**src/rtl/video_timing_pkg.sv**
```systemverilog
// Shared raster constants for the HDMI output path: 1080p60 and 720p60 timings,
// sync polarities and the background colour used by the display blocks.
package video_timing_pkg;

    localparam int unsigned H_SYNC_1080  = 44;
    localparam int unsigned H_BACK_1080  = 148;
    localparam int unsigned H_DISP_1080  = 1920;
    localparam int unsigned H_FRONT_1080 = 88;
    localparam int unsigned V_SYNC_1080  = 5;
    localparam int unsigned V_BACK_1080  = 36;
    localparam int unsigned V_DISP_1080  = 1080;
    localparam int unsigned V_FRONT_1080 = 4;

    localparam int unsigned H_SYNC_720   = 40;
    localparam int unsigned H_BACK_720   = 220;
    localparam int unsigned H_DISP_720   = 1280;
    localparam int unsigned H_FRONT_720  = 110;
    localparam int unsigned V_SYNC_720   = 5;
    localparam int unsigned V_BACK_720   = 20;
    localparam int unsigned V_DISP_720   = 720;
    localparam int unsigned V_FRONT_720  = 5;

    localparam logic POL_POS = 1'b1;
    localparam logic POL_NEG = 1'b0;

    localparam logic [23:0] BACK_COLOR = 24'h000000;

endpackage

```
**src/rtl/video_timing_gen.sv**
```systemverilog
// Free-running raster counter that requests pixels one cycle ahead of the
// active window and registers sync, data enable and pixel for the TMDS encoder.
module video_timing_gen
    import video_timing_pkg::*;
#(
    parameter int unsigned H_SYNC  = H_SYNC_1080,
    parameter int unsigned H_BACK  = H_BACK_1080,
    parameter int unsigned H_DISP  = H_DISP_1080,
    parameter int unsigned H_FRONT = H_FRONT_1080,
    parameter int unsigned V_SYNC  = V_SYNC_1080,
    parameter int unsigned V_BACK  = V_BACK_1080,
    parameter int unsigned V_DISP  = V_DISP_1080,
    parameter int unsigned V_FRONT = V_FRONT_1080,
    parameter logic        HS_POL  = POL_POS,
    parameter logic        VS_POL  = POL_POS
) (
    input  logic        pixel_clk,
    input  logic        sys_rst_n,
    input  logic [23:0] pixel_data,
    output logic [10:0] pixel_xpos,
    output logic [10:0] pixel_ypos,
    output logic        data_req,
    output logic        video_hs,
    output logic        video_vs,
    output logic        video_de,
    output logic [23:0] video_rgb,
    output logic        frame_start
);

    localparam int unsigned H_TOTAL = H_SYNC + H_BACK + H_DISP + H_FRONT;
    localparam int unsigned V_TOTAL = V_SYNC + V_BACK + V_DISP + V_FRONT;

    localparam logic [11:0] H_LAST = 12'(H_TOTAL - 1);
    localparam logic [11:0] V_LAST = 12'(V_TOTAL - 1);
    localparam logic [11:0] H_SE   = 12'(H_SYNC);
    localparam logic [11:0] V_SE   = 12'(V_SYNC);
    localparam logic [11:0] HA0    = 12'(H_SYNC + H_BACK);
    localparam logic [11:0] HA1    = 12'(H_SYNC + H_BACK + H_DISP);
    localparam logic [11:0] VA0    = 12'(V_SYNC + V_BACK);
    localparam logic [11:0] VA1    = 12'(V_SYNC + V_BACK + V_DISP);
    // Requests run one pixel ahead of de to cover the producer's register.
    localparam logic [11:0] HR0    = 12'(H_SYNC + H_BACK - 1);
    localparam logic [11:0] HR1    = 12'(H_SYNC + H_BACK + H_DISP - 1);

    logic [11:0] h_cnt_q, h_cnt_d;
    logic [11:0] v_cnt_q, v_cnt_d;
    logic        v_act, h_req, de_c, hs_c, vs_c;
    logic        hs_q, vs_q, de_q, fs_q;
    logic [23:0] rgb_q, rgb_d;

    always_comb begin
        h_cnt_d = h_cnt_q + 12'd1;
        v_cnt_d = v_cnt_q;
        if (h_cnt_q == H_LAST) begin
            h_cnt_d = 12'd0;
            v_cnt_d = (v_cnt_q == V_LAST) ? 12'd0 : v_cnt_q + 12'd1;
        end
    end

    assign v_act = (v_cnt_q >= VA0) && (v_cnt_q < VA1);
    assign h_req = (h_cnt_q >= HR0) && (h_cnt_q < HR1);
    assign de_c  = (h_cnt_q >= HA0) && (h_cnt_q < HA1) && v_act;
    assign hs_c  = (h_cnt_q < H_SE) ? HS_POL : ~HS_POL;
    assign vs_c  = (v_cnt_q < V_SE) ? VS_POL : ~VS_POL;
    assign rgb_d = de_c ? pixel_data : 24'd0;

    assign data_req   = h_req && v_act;
    assign pixel_xpos = data_req ? 11'(h_cnt_q - HR0) : 11'd0;
    assign pixel_ypos = data_req ? 11'(v_cnt_q - VA0) : 11'd0;

    always_ff @(posedge pixel_clk or negedge sys_rst_n) begin
        if (!sys_rst_n) begin
            h_cnt_q <= 12'd0;
            v_cnt_q <= 12'd0;
            hs_q    <= ~HS_POL;
            vs_q    <= ~VS_POL;
            de_q    <= 1'b0;
            rgb_q   <= 24'd0;
            fs_q    <= 1'b0;
        end else begin
            h_cnt_q <= h_cnt_d;
            v_cnt_q <= v_cnt_d;
            hs_q    <= hs_c;
            vs_q    <= vs_c;
            de_q    <= de_c;
            rgb_q   <= rgb_d;
            fs_q    <= (h_cnt_q == 12'd0) && (v_cnt_q == 12'd0);
        end
    end

    assign video_hs    = hs_q;
    assign video_vs    = vs_q;
    assign video_de    = de_q;
    assign video_rgb   = rgb_q;
    assign frame_start = fs_q;

endmodule

```
**config.mk**
```make
export PLATFORM = sky130hd
export DESIGN_NAME = video_timing_gen
export DESIGN_NICKNAME = d
export VERILOG_FILES = /design/src/rtl/video_timing_pkg.sv /design/src/rtl/video_timing_gen.sv
export SDC_FILE = /design/constraint.sdc
export NUM_CORES = 1
export LEC_CHECK = 0
export BUFFER_PORTS_ARGS = -buffer_cell sky130_fd_sc_hd__buf_2
export CAP_MARGIN = 20
export CELL_PAD_IN_SITES_DETAIL_PLACEMENT = 2
export CELL_PAD_IN_SITES_GLOBAL_PLACEMENT = 2
export CORE_ASPECT_RATIO = 1.2
export CORE_MARGIN = 2
export CORE_UTILIZATION = 28
export CTS_CLUSTER_DIAMETER = 80
export DETAILED_ROUTE_END_ITERATION = 7
export PLACE_DENSITY = 0.82
export SETUP_SLACK_MARGIN = 0.05
export SLEW_MARGIN = 30
export SYNTH_ARGS = -nofsm -noshare
export SYNTH_HDL_FRONTEND = slang
export SYNTH_SLANG_ARGS = --single-unit
```
**constraint.sdc**
```tcl
create_clock -name pixel_clk -period 2.5 [get_ports pixel_clk]
set_clock_uncertainty 0.15 [all_clocks]
set_input_delay 0.375 -clock pixel_clk [delete_from_list [all_inputs] [get_ports pixel_clk]]
set_output_delay 0.375 -clock pixel_clk [all_outputs]
set_load 0.1 [all_outputs]
```
Yosys cells after proc, flatten, opt, wreduce, memory -nomap -nowiden
Cells that the tools add are included.
{ "word_totals": {"output_inout_bits": 51, "input_bits": 26, "register_bits": 52, "latchBits": 0, "rom_bits": 0, "mem_bits_rw": 0, "n_memories": 0, "wordCells": 36} }
{ "op_classes": {"shift": 0, "div_mod_pow": 0, "n_mux": 7, "addsub": 4, "n_eq_ne": 2, "n_lt_le_gt_ge": 8, "multipliers": 0, "n_bitwise": 0, "reduce_logical": 8} }
{ "op_table": {"columns": ["operator", "count"], "rows": [
  ["12-bit by 1-bit adder with 12-bit output, second input constant", 2],
  ["12-bit by 8-bit greater-or-equal comparator with 1-bit output, second input constant", 2],
  ["12-bit zero test", 2],
  ["12-bit less-than comparator, second input constant", 2],
  ["12-bit two-way mux", 2],
  ["24-bit two-way mux", 1],
  ["11-bit two-way mux", 2],
  ["12-bit by 11-bit == test with 1-bit output, second input constant", 1],
  ["12-bit == test, second input constant", 1],
  ["12-bit by 6-bit greater-or-equal comparator with 1-bit output, second input constant", 1],
  ["12-bit by 11-bit less-than comparator with 1-bit output, second input constant", 1],
  ["12-bit by 3-bit less-than comparator with 1-bit output, second input constant", 1],
  ["12-bit by 6-bit less-than comparator with 1-bit output, second input constant", 1],
  ["11-bit by 6-bit subtractor with 11-bit output, second input constant", 1],
  ["11-bit by 8-bit subtractor with 11-bit output, second input constant", 1],
  ["1-bit logical AND", 6],
  ["1-bit two-way mux", 2]
]} }

Longest topological paths before layout
Gate-level depths: netlist of run 1.
{ "depth": {"ltp_word": 4, "depth_mapped": 9, "mapped_depth_nobuf": 7} }

Least setup slack after synthesis of run 1
No wires, ideal clock.
{ "synth_timing": {"kind": "flip-flop to output port", "start": "register v_cnt_q[0]", "end": "output port pixel_ypos[5]", "path_buffers": 2, "required_ps": 1975, "path_stages_with_launch": 10, "slack_ps": -1921, "arrival_ps": 3896, "path_cell_list": "dfrtp_1 clkbuf_1 inv_1 ha_1 nor4b_1 o211ai_1 o2111ai_1 a221o_1 buf_2 nor3_1"} }
{ "synth_via": {"elab_chain_len": 4, "elab_cells_between_ends": 6, "cone_classes": "1 x add/sub; 2 x order compare; 1 x mux; 2 x reduce/logical"} }
{ "synth_rtl": {"columns": ["item", "line_no", "rtl"], "rows": [
  ["from (decl)", "video_timing_gen.sv:46", "logic [11:0] v_cnt_q, v_cnt_d;"],
  ["from (signal assigned)", "video_timing_gen.sv:82", "v_cnt_q <= v_cnt_d;"],
  ["12-bit by 6-bit greater-or-equal comparator with 1-bit output / 12-bit by 11-bit less-than comparator with 1-bit output (equally long branches)", "video_timing_gen.sv:60", "assign v_act = (v_cnt_q >= VA0) && (v_cnt_q < VA1);"],
  ["1-bit logical AND", "video_timing_gen.sv:60", null],
  ["1-bit logical AND", "video_timing_gen.sv:67", "assign data_req = h_req && v_act;"],
  ["11-bit two-way mux (*)", "video_timing_gen.sv:69", "assign pixel_ypos = data_req ? 11'(v_cnt_q - VA0) : 11'd0;"],
  ["to (decl)", "video_timing_gen.sv:21", "output logic [10:0] pixel_ypos,"]
]} }
Every way passes the cells marked *; elsewhere a longest branch is shown, timed or not.

Final worst setup path of run 1
{ "layout_timing": {"start": "register h_cnt_q[9]", "end": "output port pixel_ypos[5]"} }
{ "layout_via": {"elab_chain_len": 4, "elab_cells_between_ends": 5, "cone_classes": "2 x order compare; 1 x mux; 2 x reduce/logical"} }
{ "layout_rtl": {"columns": ["item", "line_no", "rtl"], "rows": [
  ["from (decl)", "video_timing_gen.sv:45", "logic [11:0] h_cnt_q, h_cnt_d;"],
  ["from (signal assigned)", "video_timing_gen.sv:81", "h_cnt_q <= h_cnt_d;"],
  ["12-bit by 8-bit greater-or-equal comparator with 1-bit output / 12-bit less-than comparator (equally long branches)", "video_timing_gen.sv:61", "assign h_req = (h_cnt_q >= HR0) && (h_cnt_q < HR1);"],
  ["1-bit logical AND (*)", "video_timing_gen.sv:61", null],
  ["1-bit logical AND (*)", "video_timing_gen.sv:67", null],
  ["11-bit two-way mux (*)", "video_timing_gen.sv:69", null]
]} }
Marks and branches as above.

==> results of run 1 <==
## layout make-up
cell class / count / area [sq um] / share of cell area, %
multi-input combinational: 191 / 1410 / 32.8
timing repair buffer: 150 / 1310 / 30.4
sequential: 52 / 1300 / 30.2
tap: 120 / 150 / 3.48
clock buffer: 5 / 68.8 / 1.59
inverter: 10 / 41.3 / 0.957
clock inverter: 3 / 26.3 / 0.609
## report_power, final
part	internal [W]	leakage, nW	switching, W
clock	0.000206	0.0487	0.000334
combinational	0.0000167	1.38	0.0000224
sequential	0.000841	0.707	0
## final timing paths
kind,endpoint,cells after the start
setup / recovery,pixel_ypos[5],8
hold / removal,video_rgb[1],2
setup reg to reg,v_cnt_q[3],6
hold reg to reg,v_cnt_q[11],2
max in group asynchronous,video_rgb[11],3
min in group asynchronous,h_cnt_q[9],2
## registers in the layout, summed over array words and instances, names as in the netlist
name	cells
v_cnt_q	12
video_de	1
h_cnt_q	12
frame_start	1
video_rgb	24
video_vs	1
video_hs	1
## per-layer routing
metal | vias up | global-route usage [%]
met5 | - | 0
met4 | 0 | 6.82
met3 | 16 | 3.66
met2 | 75 | 43.5
met1 | 1278 | 21.3
li1 | 1179 | -
## critical path, cell delays in order (launching register included)
cell and delay (ns):
dfrtp_1 0.43, or4_4 0.54, o21ai_2 0.15, o2111ai_2 0.13, a221o_2 0.40, buf_12 0.16, buf_8 0.12, nor3_4 0.21
buf_12 0.20
## layout by cell type (no fill, tap or decap), drive strengths merged, types with 2 or more instances in the layout
master,netlist,routed
or2,3,3
nand2,17,17
dfrtp,52,52
buf,5,149
o21ai,13,13
nor4,6,6
clkbuf,12,5
a21oi,6,6
and2,27,27
and3,7,7
a31oi,2,2
nand2b,4,4
or3,2,2
o21a,2,2
xnor2,9,9
nor2,30,31
ha,5,5
or4,6,6
clkinv,0,2
nor3,8,8
o31ai,2,2
a21o,3,3
nand4,2,2
xor2,12,12
inv,10,10
nor2b,3,3
nand3,12,12
## what timing repair did
item / 4_1_cts / 5_1_grt
setup endpoints to repair: 51 / 28
pin swaps: 5 / 8
gates cloned: 1 / 1
setup buffers: 9 / 4
gates resized for setup: 73 / 12
endpoints found under the hold margin: 16 / 0
hold buffers: 1 / 0
## metrics by stage
step	setup slack (ns)	TNS, ns	instance area [sq um]
2_1_floorplan	-0.621	-9.10	2800
3_3_place_gp	-0.274	-8.44	3770
3_5_place_dp	-0.340	-6.01	3770
4_1_cts	-0.672	-12.70	4240
5_1_grt	-0.815	-19.06	4320
6_report	-0.676	-14.00	4320
## cell families after synthesis
group / after synthesis / share of synthesized area, %
AO/OA/AOI/OAI: 33 / 7.80
XOR/XNOR: 21 / 7.13
adder cells (fa/ha/maj): 5 / 2.42
buffers and inverters: 27 / 4.46
flip-flops: 52 / 50.4
AND/OR/NAND/NOR: 131 / 27.8
==> results list, run 1 <==
* Total instance count after detailed placement: 508
* Clock Sinks: 52
- Measured against its own limit, the worst slew margin works out to 66.2%.
* Count of fill cells added during filler insertion: 937
* Number of inserted diodes: 0
* Total of endpoints with negative setup slack in the final report: 26
* Count of buffers inserted at the top-level ports: 76
- In this run the number of H-tree levels came out at 2.
- The floorplan step defined a die boundary enclosing 10000 sq um.
* Root Buffer: clkbuf_8
* Instance count of the mapped netlist: 269
- Beginning of the worst hold path: pixel_data[1]
* Violations in the final reports: setup timing
* Share of flip-flops with an asynchronous set or reset after synthesis: 100%
* Synthesized flop and latch total: 52
- I/O pin total: 77
- The detailed router put a total of 3870 um of wire on met1.
- TritonRoute pass-1 iters: 4
* Total met3 wirelength after detailed routing: 471 um
- Summed over all layers, the global routing overflow is 0.
- For this run, the number of Yosys warnings is 0.
- Part of the cycle the worst path needs: 127%
* Highest signal layer in the routed design: met4
* Number of different library cells in the post-synthesis netlist: 42
- Share of Yosys cell area claimed by the top area cell type: 50.4%
- TritonCTS clock tree: built
- Top cells by instance count after synthesis: dfrtp_1, nor2_1, and2_1, nand2_1, o21ai_0
* Wire length reported by the detailed router: 10800 um
* Area added between synthesis and finish: 67.2%
- Least setup slack across all paths after layout: -0.676 ns
* DRC Markers: 0
* CP startpoint: h_cnt_q[9]
- Overall power consumption after layout is estimated at 0.00142 W.
- Using the TritonRoute via totals, the vias-per-cell ratio works out to 4.80.
- Netlist Area Pre-Place: 2580 sq um
- The worst setup path is of the reg -> out kind.
* Worst EP arrival: 2.65 ns
- Hold crit path type: in -> reg
* Vertical die dimension: 109 um
- The longest clock path from root to sink contains 2 buffers.
* WP data required: 1.98 ns
- Synthesized area per cell: 9.60 sq um
* Initial Utilization: 28.7%
- In this run the worst path has a maximum fanout of 5.
- The first global-routing pass estimated 16200 um of wire.
- Summed over all instances, the cell type with the most area after synthesis is dfrtp_1.
* Final-report hold violation count: 0
- Measured along the x axis, the die boundary spans 91.7 um.
- VDD IR max: 0.202 mV
* Most instantiated library cell after synthesis: dfrtp_1
- The finished layout holds 531 standard cells, fillers aside.
- Net count of the finished layout: 441
- Setup repair after global routing could not meet its margin everywhere.
- The number of clock buffers added by TritonCTS is 5.
- Pin count of the biggest net entering global routing: 26
- Detailed routing placed a total of 6170 um of wire on met2.
- The detail route stage leaves a number of antenna-violating nets equal to 0.
- Clock network latency to the later pin of the worst-skew pair: 0.32 ns
- Worst-path clk slew: 0.12 ns
- Crit path launch type: flop
* Fmax achieved: 315 MHz
- Summing over every cut layer, the via total after detailed routing is 2548.
- Area of the core: 8990 sq um
- By area the synthesized netlist is led by dfrtp_1, and2_1, nor2_1.
- Placer's final routability congestion estimate: 0.811
* Final HPWL from detailed placement: 7010 um
* CP endpoint kind: primary output
- Sequential elements use 50.4% of the synthesized area.
- Ys flop type: dfrtp_1
- Of the cells placed in the final design, the portion with a size suffix greater than 1 is 49.4%.
- Mean routed wirelength per cell: 20.3 um
* Tot GR Track Use: 21.2%
- Worst R2R Start: h_cnt_q[9]
- The first routing iteration left 54 violations.
- Max-Cap Viols: 0
- The run finished, with violations left.
- The smallest clock period supported by the final layout is computed as 3.18 ns.
- Number of global-route vias before repair: 3017
- At the end of the flow the core is filled with cells to 48.0%.
- The setup check on the worst reg-to-reg path leaves a slack of -0.13 ns.
- Post-Synthesis Net Count: 300
- Counting flops with a built-in enable in the synthesized netlist gives 0.
- For the pin with the worst max-slew slack, the measured transition is 0.511 ns.
- Standby leakage power: 2.14 nW
- Row generation in the floorplan step produced 38 rows.
- The initial antenna violation count came to 0.
- For this design the ratio of total power to cell area is 329 nW/um^2.
- The count of final max-slew check failures is 0.
- Hold is met by 0.111 ns.
(Power assumes the default switching activity.)
==> run 2: changes to the inputs <==
- RECOVER_POWER: unset -> 25
==> run 2 against run 1 <==
- the run still ends with setup timing left
- worst setup slack gained 0.0016 ns
- sequential power is essentially flat
- count of clock-buffer cells in the layout is the same
- critical path depth is the same
- wire length is essentially flat
- die area is the same
==> results list, run 2 (synthesis gave the netlist of run 1 again) <==
- The flow ran to the end, but the final reports show violations.
- The final reports fail on setup timing.
* Net count of the finished layout: 441
- In the routed layout, each cell is associated on average with a via count of 4.81.
- Crit-path max FO: 5
- Die width: 91.7 um
* Vertical die dimension: 109 um
- For this run, the detailed router's first-pass iteration total came to 4.
- Die footprint: 10000 sq um
* Relative slew margins: 24.3%
* Total power consumption of the routed design: 0.00142 W
- CP endpoint kind: primary output
* Hold crit path type: in -> reg
- Number of buffers created by CTS: 5
- In this run the deepest clock path goes through 2 buffers.
- Area added between synthesis and finish: 66.7%
* Wire length reported by the detailed router: 10800 um
- The count of final max-slew check failures is 0.
- The congestion estimate from routability-driven global placement came to 0.811.
- The initial antenna violation count came to 0.
- Initial Utilization: 28.7%
- Clock Sinks: 52
- After detailed routing, the number of remaining DRC violations is 0.
- H-tree level count: 2
- Post-placement setup slack: -0.340 ns
* Pin count of the biggest net entering global routing: 26
* Total of endpoints with negative setup slack in the final report: 26
* Post-detailed-route count of antenna-violating nets: 0
- Root Buffer: clkbuf_8
* Mean routed wirelength per cell: 20.3 um
- The smallest clock period supported by the final layout is computed as 3.17 ns.
- The via count of the first global-routing pass is 3017.
- Count of buffers inserted at the top-level ports: 76
* Row count: 38
- Max-cap violations in this run came to 0.
* Number of flip-flops in the largest register: 24
- In the post-route analysis, the smallest setup slack over all paths is -0.674 ns.
- The count of final hold-check violations was 0.
- TritonCTS built the clock tree.
- For this design the static power due to leakage is 2.13 nW.
- STA puts the critical path data required time at 1.98 ns.
- For this run the aggregate overflow at the end of global routing stands at 0.
- After filler insertion, the fill cell instance count of the layout stands at 942.
- In the layout the commonest cells are buf_4, dfrtp_1, buf_2.
- Worst-path clk slew: 0.11 ns
- 77 I/O pins were placed.
- Worst slew pin tran: 1.14 ns
- Power per standard cell area: 329 nW/um^2
* Type of the worst setup path: reg -> out
- Clock network latency to the later pin of the worst-skew pair: 0.31 ns
- The routed layout has 2554 vias.
- Setup repair after global routing missed its margin: true
* Global-route wire length before repair: 16200 um
- Timing would allow up to 315 MHz.
* Share of post-route cells with drive strength above 1: 48.7%
- Crit path launch type: flop
- Across every metal layer, demand over resource in global routing totals 21.2%.
- 0 antenna diodes ended up in the layout.
* Worst EP arrival: 2.65 ns
* Final HPWL from detailed placement: 7010 um
- VDD IR max: 0.199 mV
* Most common library cell in the layout ignoring fill and taps: buf_4
- In the finished design, the share of the clock period the worst path needs comes to 127%.
* Number of design-rule violations left by the first detailed-router iteration: 56
* Area of the core: 8990 sq um
[run 2: where the power goes]
group          leakage [nW]  internal [W]  switching [W]
clock                0.0487      0.000206       0.000332
combinational          1.37     0.0000155      0.0000225
sequential            0.707      0.000841              0
total                  2.13       0.00106       0.000355
[run 2: layer usage]
layer	routed length (um)	track usage (%)	part of all wire [%]	up-vias
li1	-	-	-	1181
met1	3890	21.3	36	1283
met2	6170	43.5	57	74
met3	460	3.66	4.3	16
met4	246	6.82	2.3	0
met5	0	0	0	-
[run 2: layout make-up]
cell class	instances	area, sq um	share of cell area (%)
clock buffer	5	68.8	1.60
clock inverter	3	26.3	0.611
inverter	10	41.3	0.960
multi-input combinational	191	1410	32.9
sequential	52	1300	30.3
tap	120	150	3.49
timing repair buffer	150	1300	30.2
[run 2: critical path, stage by stage (launching register included)]
cell and delay [ns]:
dfrtp_1 0.43, or4_4 0.54, o21ai_2 0.15, o2111ai_2 0.13, a221o_2 0.40, buf_12 0.16
buf_8 0.12, nor3_4 0.21, buf_12 0.20
[run 2: path summary, 6_finish.rpt]
path                                 from            end  slack, ns  depth (start not counted)
max reg2reg                    h_cnt_q[9]     v_cnt_q[3]      -0.13                          6
max                            h_cnt_q[9]  pixel_ypos[5]      -0.67                          8
min                        pixel_data[12]  video_rgb[12]       0.11                          2
max in group asynchronous       sys_rst_n  video_rgb[11]       0.46                          3
min reg2reg                   v_cnt_q[11]    v_cnt_q[11]       0.43                          2
min in group asynchronous       sys_rst_n     h_cnt_q[9]       0.65                          2
[run 2: stage by stage]
step           hold WS, ns  instance area [sq um]  cells  util [%]  setup TNS, ns
4_1_cts              0.101                   4240    527      47.2         -12.70
5_1_grt              0.105                   4300    531      47.9         -19.06
3_5_place_dp         0.187                   3770    508      41.9          -6.01
3_3_place_gp         0.175                   3770    508      41.9          -8.44
6_report             0.113                   4300    531      47.9         -13.99
2_1_floorplan      -0.0706                   2800    269         -          -9.10
[run 2: repair_timing]
action                                  4_1_cts  5_1_grt
resized for setup                            73       12
pin swaps                                     5        8
hold buffers                                  1        0
hold endpoints to repair                     16        0
endpoints found under the setup margin       51       28
cloned                                        1        1
buffers inserted                              9        4
==> run 3: changes to the inputs <==
- SKIP_LAST_GASP: unset -> 1
==> run 3 against run 2 <==
- the run still ends with setup timing left
- global-route usage about the same
- critical path depth rose by 2
- cell count increased by 0.19%
- clock power about the same
- sequential cell count unchanged
- non-clock buffer count is 1 higher
- critical path type unchanged
- highest routed layer unchanged
==> results list, run 3 (synthesis gave the netlist of run 1 again) <==
- The count of final hold-check violations was 0.
* Fraction of power consumed by sequential logic: 59.1%
* Global-route wire length before repair: 16300 um
* Row count: 38
* Most common library cell in the layout ignoring fill and taps: buf_4
* Wire length reported by the detailed router: 11800 um
- For this run, the top clock speed supported by timing is 302 MHz.
* Root Buffer: clkbuf_8
* TritonCTS clock tree: built
- Global routing used 43.1% of the available met2 tracks.
- Setup violations remaining at the end of the flow were counted as 32.
- Hold crit path type: in -> reg
- The worst setup path is captured at a primary output.
- Max-Cap Viols: 0
- Global routing used 21.2% of the available tracks across all layers.
* Worst EP arrival: 2.78 ns
* Relative slew margins: 22.8%
- Number of global-route vias before repair: 3036
* Global-route layer with the greatest usage: met2
* Share of post-route cells with drive strength above 1: 49.0%
* Routed via count divided by cell count: 4.96
* Vertical die dimension: 109 um
- At the later pin of the worst-skew pair, clock insertion delay measures 0.32 ns.
* Number of design-rule violations left by the first detailed-router iteration: 73
- Die footprint: 10000 sq um
* Commonest cells after routing, fill and taps aside: buf_4, dfrtp_1, buf_2
- Once placement finished, the instance area stood at 3770 sq um.
- Crit path launch type: flop
* Number of flip-flops in the largest register: 24
* Area added between synthesis and finish: 69.7%
- From left edge to right edge, the die measures 91.7 um.
- Summing all non-filler instances in the final layout gives an area of 4380 sq um.
* Post-detailed-route count of antenna-violating nets: 0
* Detailed-route via count: 2641
- In this run the standard cell core region covers 8990 sq um.
- Power Internal: 0.00106 W
- TritonRoute pass-1 iters: 4
- STA puts the critical path data required time at 1.98 ns.
- For this configuration, the core starts out at a cell density of 28.7%.
* Global routing met1 resource utilization: 21.3%
- The final reports fail on setup timing.
- Entering global routing, the biggest net connects 26 pins.
* Part of the cycle the worst path needs: 132%
- The repair_antennas step left the layout with diodes totalling 0.
* Post-placement setup slack: -0.340 ns
* Routing usage on met3: 3.80%
- Of all nets on the critical path, the largest fanout is 5.
- Once layout is complete, the utilization of the core stands at 48.7%.
* Final HPWL from detailed placement: 7010 um
* Outcome: finished with violations
- The critical path is of the reg -> out type.
- Switching pwr: 0.000360 W
- During placement, the flow inserted port buffers numbering 76.
* Combinational group share of total power: 2.8%
- Net count of the finished layout: 442
* VDD IR max: 0.261 mV
- Summed over all cells, the static leakage comes to 2.15 nW.
* DRC Markers: 0
- Placer's final routability congestion estimate: 0.811
* Total overflow reported by the global router: 0
* Clock share of power: 38.1%
- Across all setup checks in the final design, the least slack found is -0.807 ns.
- Final Slew Violations: 0
- 77 I/O pins were placed.
- The number of clock buffers added by TritonCTS is 5.
- H-tree level count: 2
* Final cell count without fillers: 532
* Sw frac: 25.3%
* Worst-path clk slew: 0.11 ns
- Clock Sinks: 52
- Once placement completed, the tool counted placed cells totaling 508.
* Number of antenna violations at the first check in global routing: 1
* Worst slew pin tran: 1.16 ns
- Mean routed wirelength per cell: 22.3 um
* Post-layout min period: 3.31 ns
* Power per standard cell area: 325 nW/um^2
- Setup repair after global routing could not meet its margin everywhere.
- Counting along the longest clock path gives a buffer depth of 2.
- Hold timing on the final database bottoms out at a slack of 0.104 ns.
[run 3: cell types whose count changed in the layout (fill, tap and decap cells not counted), sizes merged]
cell	before	now
clkbuf	10	11
[run 3: layer usage]
layer | share of wire [%] | wire length [um] | vias up
met1 | 34 | 3970 | 1333
li1 | - | - | 1184
met2 | 59 | 7030 | 99
met5 | 0 | 0 | -
met3 | 4.2 | 499 | 25
met4 | 2.9 | 344 | 0
[run 3: power groups by stage]
| stage | registers (W) | logic, W | clock network [W] |
|---|---|---|---|
| 5_1_grt | 0.000841 | 0.0000451 | 0.000582 |
| 3_3_place_gp | 0.000857 | 0.0000362 | 0 |
| 6_report | 0.000841 | 0.0000395 | 0.000541 |
| 2_1_floorplan | 0.000857 | 0.000000279 | 0 |
| 4_1_cts | 0.000841 | 0.0000408 | 0.000546 |
| 3_5_place_dp | 0.000857 | 0.0000390 | 0 |
[run 3: layout make-up]
cell class,count,area [sq um]
inverter,10,41.3
fill,912,4610
multi-input combinational,191,1430
sequential,52,1300
tap,120,150
timing repair buffer,151,1370
clock inverter,3,26.3
clock buffer,5,68.8
[run 3: metrics by stage]
step / setup TNS [ns] / total power [W]
final: -16.89 / 0.00142
after global routing: -18.69 / 0.00147
after CTS: -12.76 / 0.00143
after global placement: -8.44 / 0.000893
after floorplan: -9.10 / 0.000858
after detailed placement: -6.01 / 0.000896
[run 3: path summary, 6_finish.rpt]
check	from	to	slack, ns	depth (start not counted)
setup / recovery	v_cnt_q[0]	pixel_ypos[5]	-0.81	10
hold / removal	pixel_data[0]	video_rgb[0]	0.10	2
setup reg to reg	h_cnt_q[9]	v_cnt_q[3]	-0.09	6
hold reg to reg	v_cnt_q[11]	v_cnt_q[11]	0.44	2
max in group asynchronous	sys_rst_n	video_rgb[12]	0.44	3
min in group asynchronous	sys_rst_n	h_cnt_q[9]	0.65	2
[run 3: worst max-delay path, cell delays in order, from the launching register on]
cell and delay [ns]:
dfrtp_1 0.39, inv_1 0.07, ha_1 0.22, nor4b_1 0.17, o211ai_1 0.31, o2111ai_2 0.22
a221o_2 0.41, buf_12 0.16, buf_8 0.12, nor3_4 0.19, buf_12 0.20
[run 3: repair_timing]
item,in CTS,in global routing
setup endpoints to repair,51,50
pin swaps,5,10
hold buffers,1,0
buffers inserted,9,5
endpoints found under the hold margin,16,0
gates resized for setup,70,22
cloned,1,2
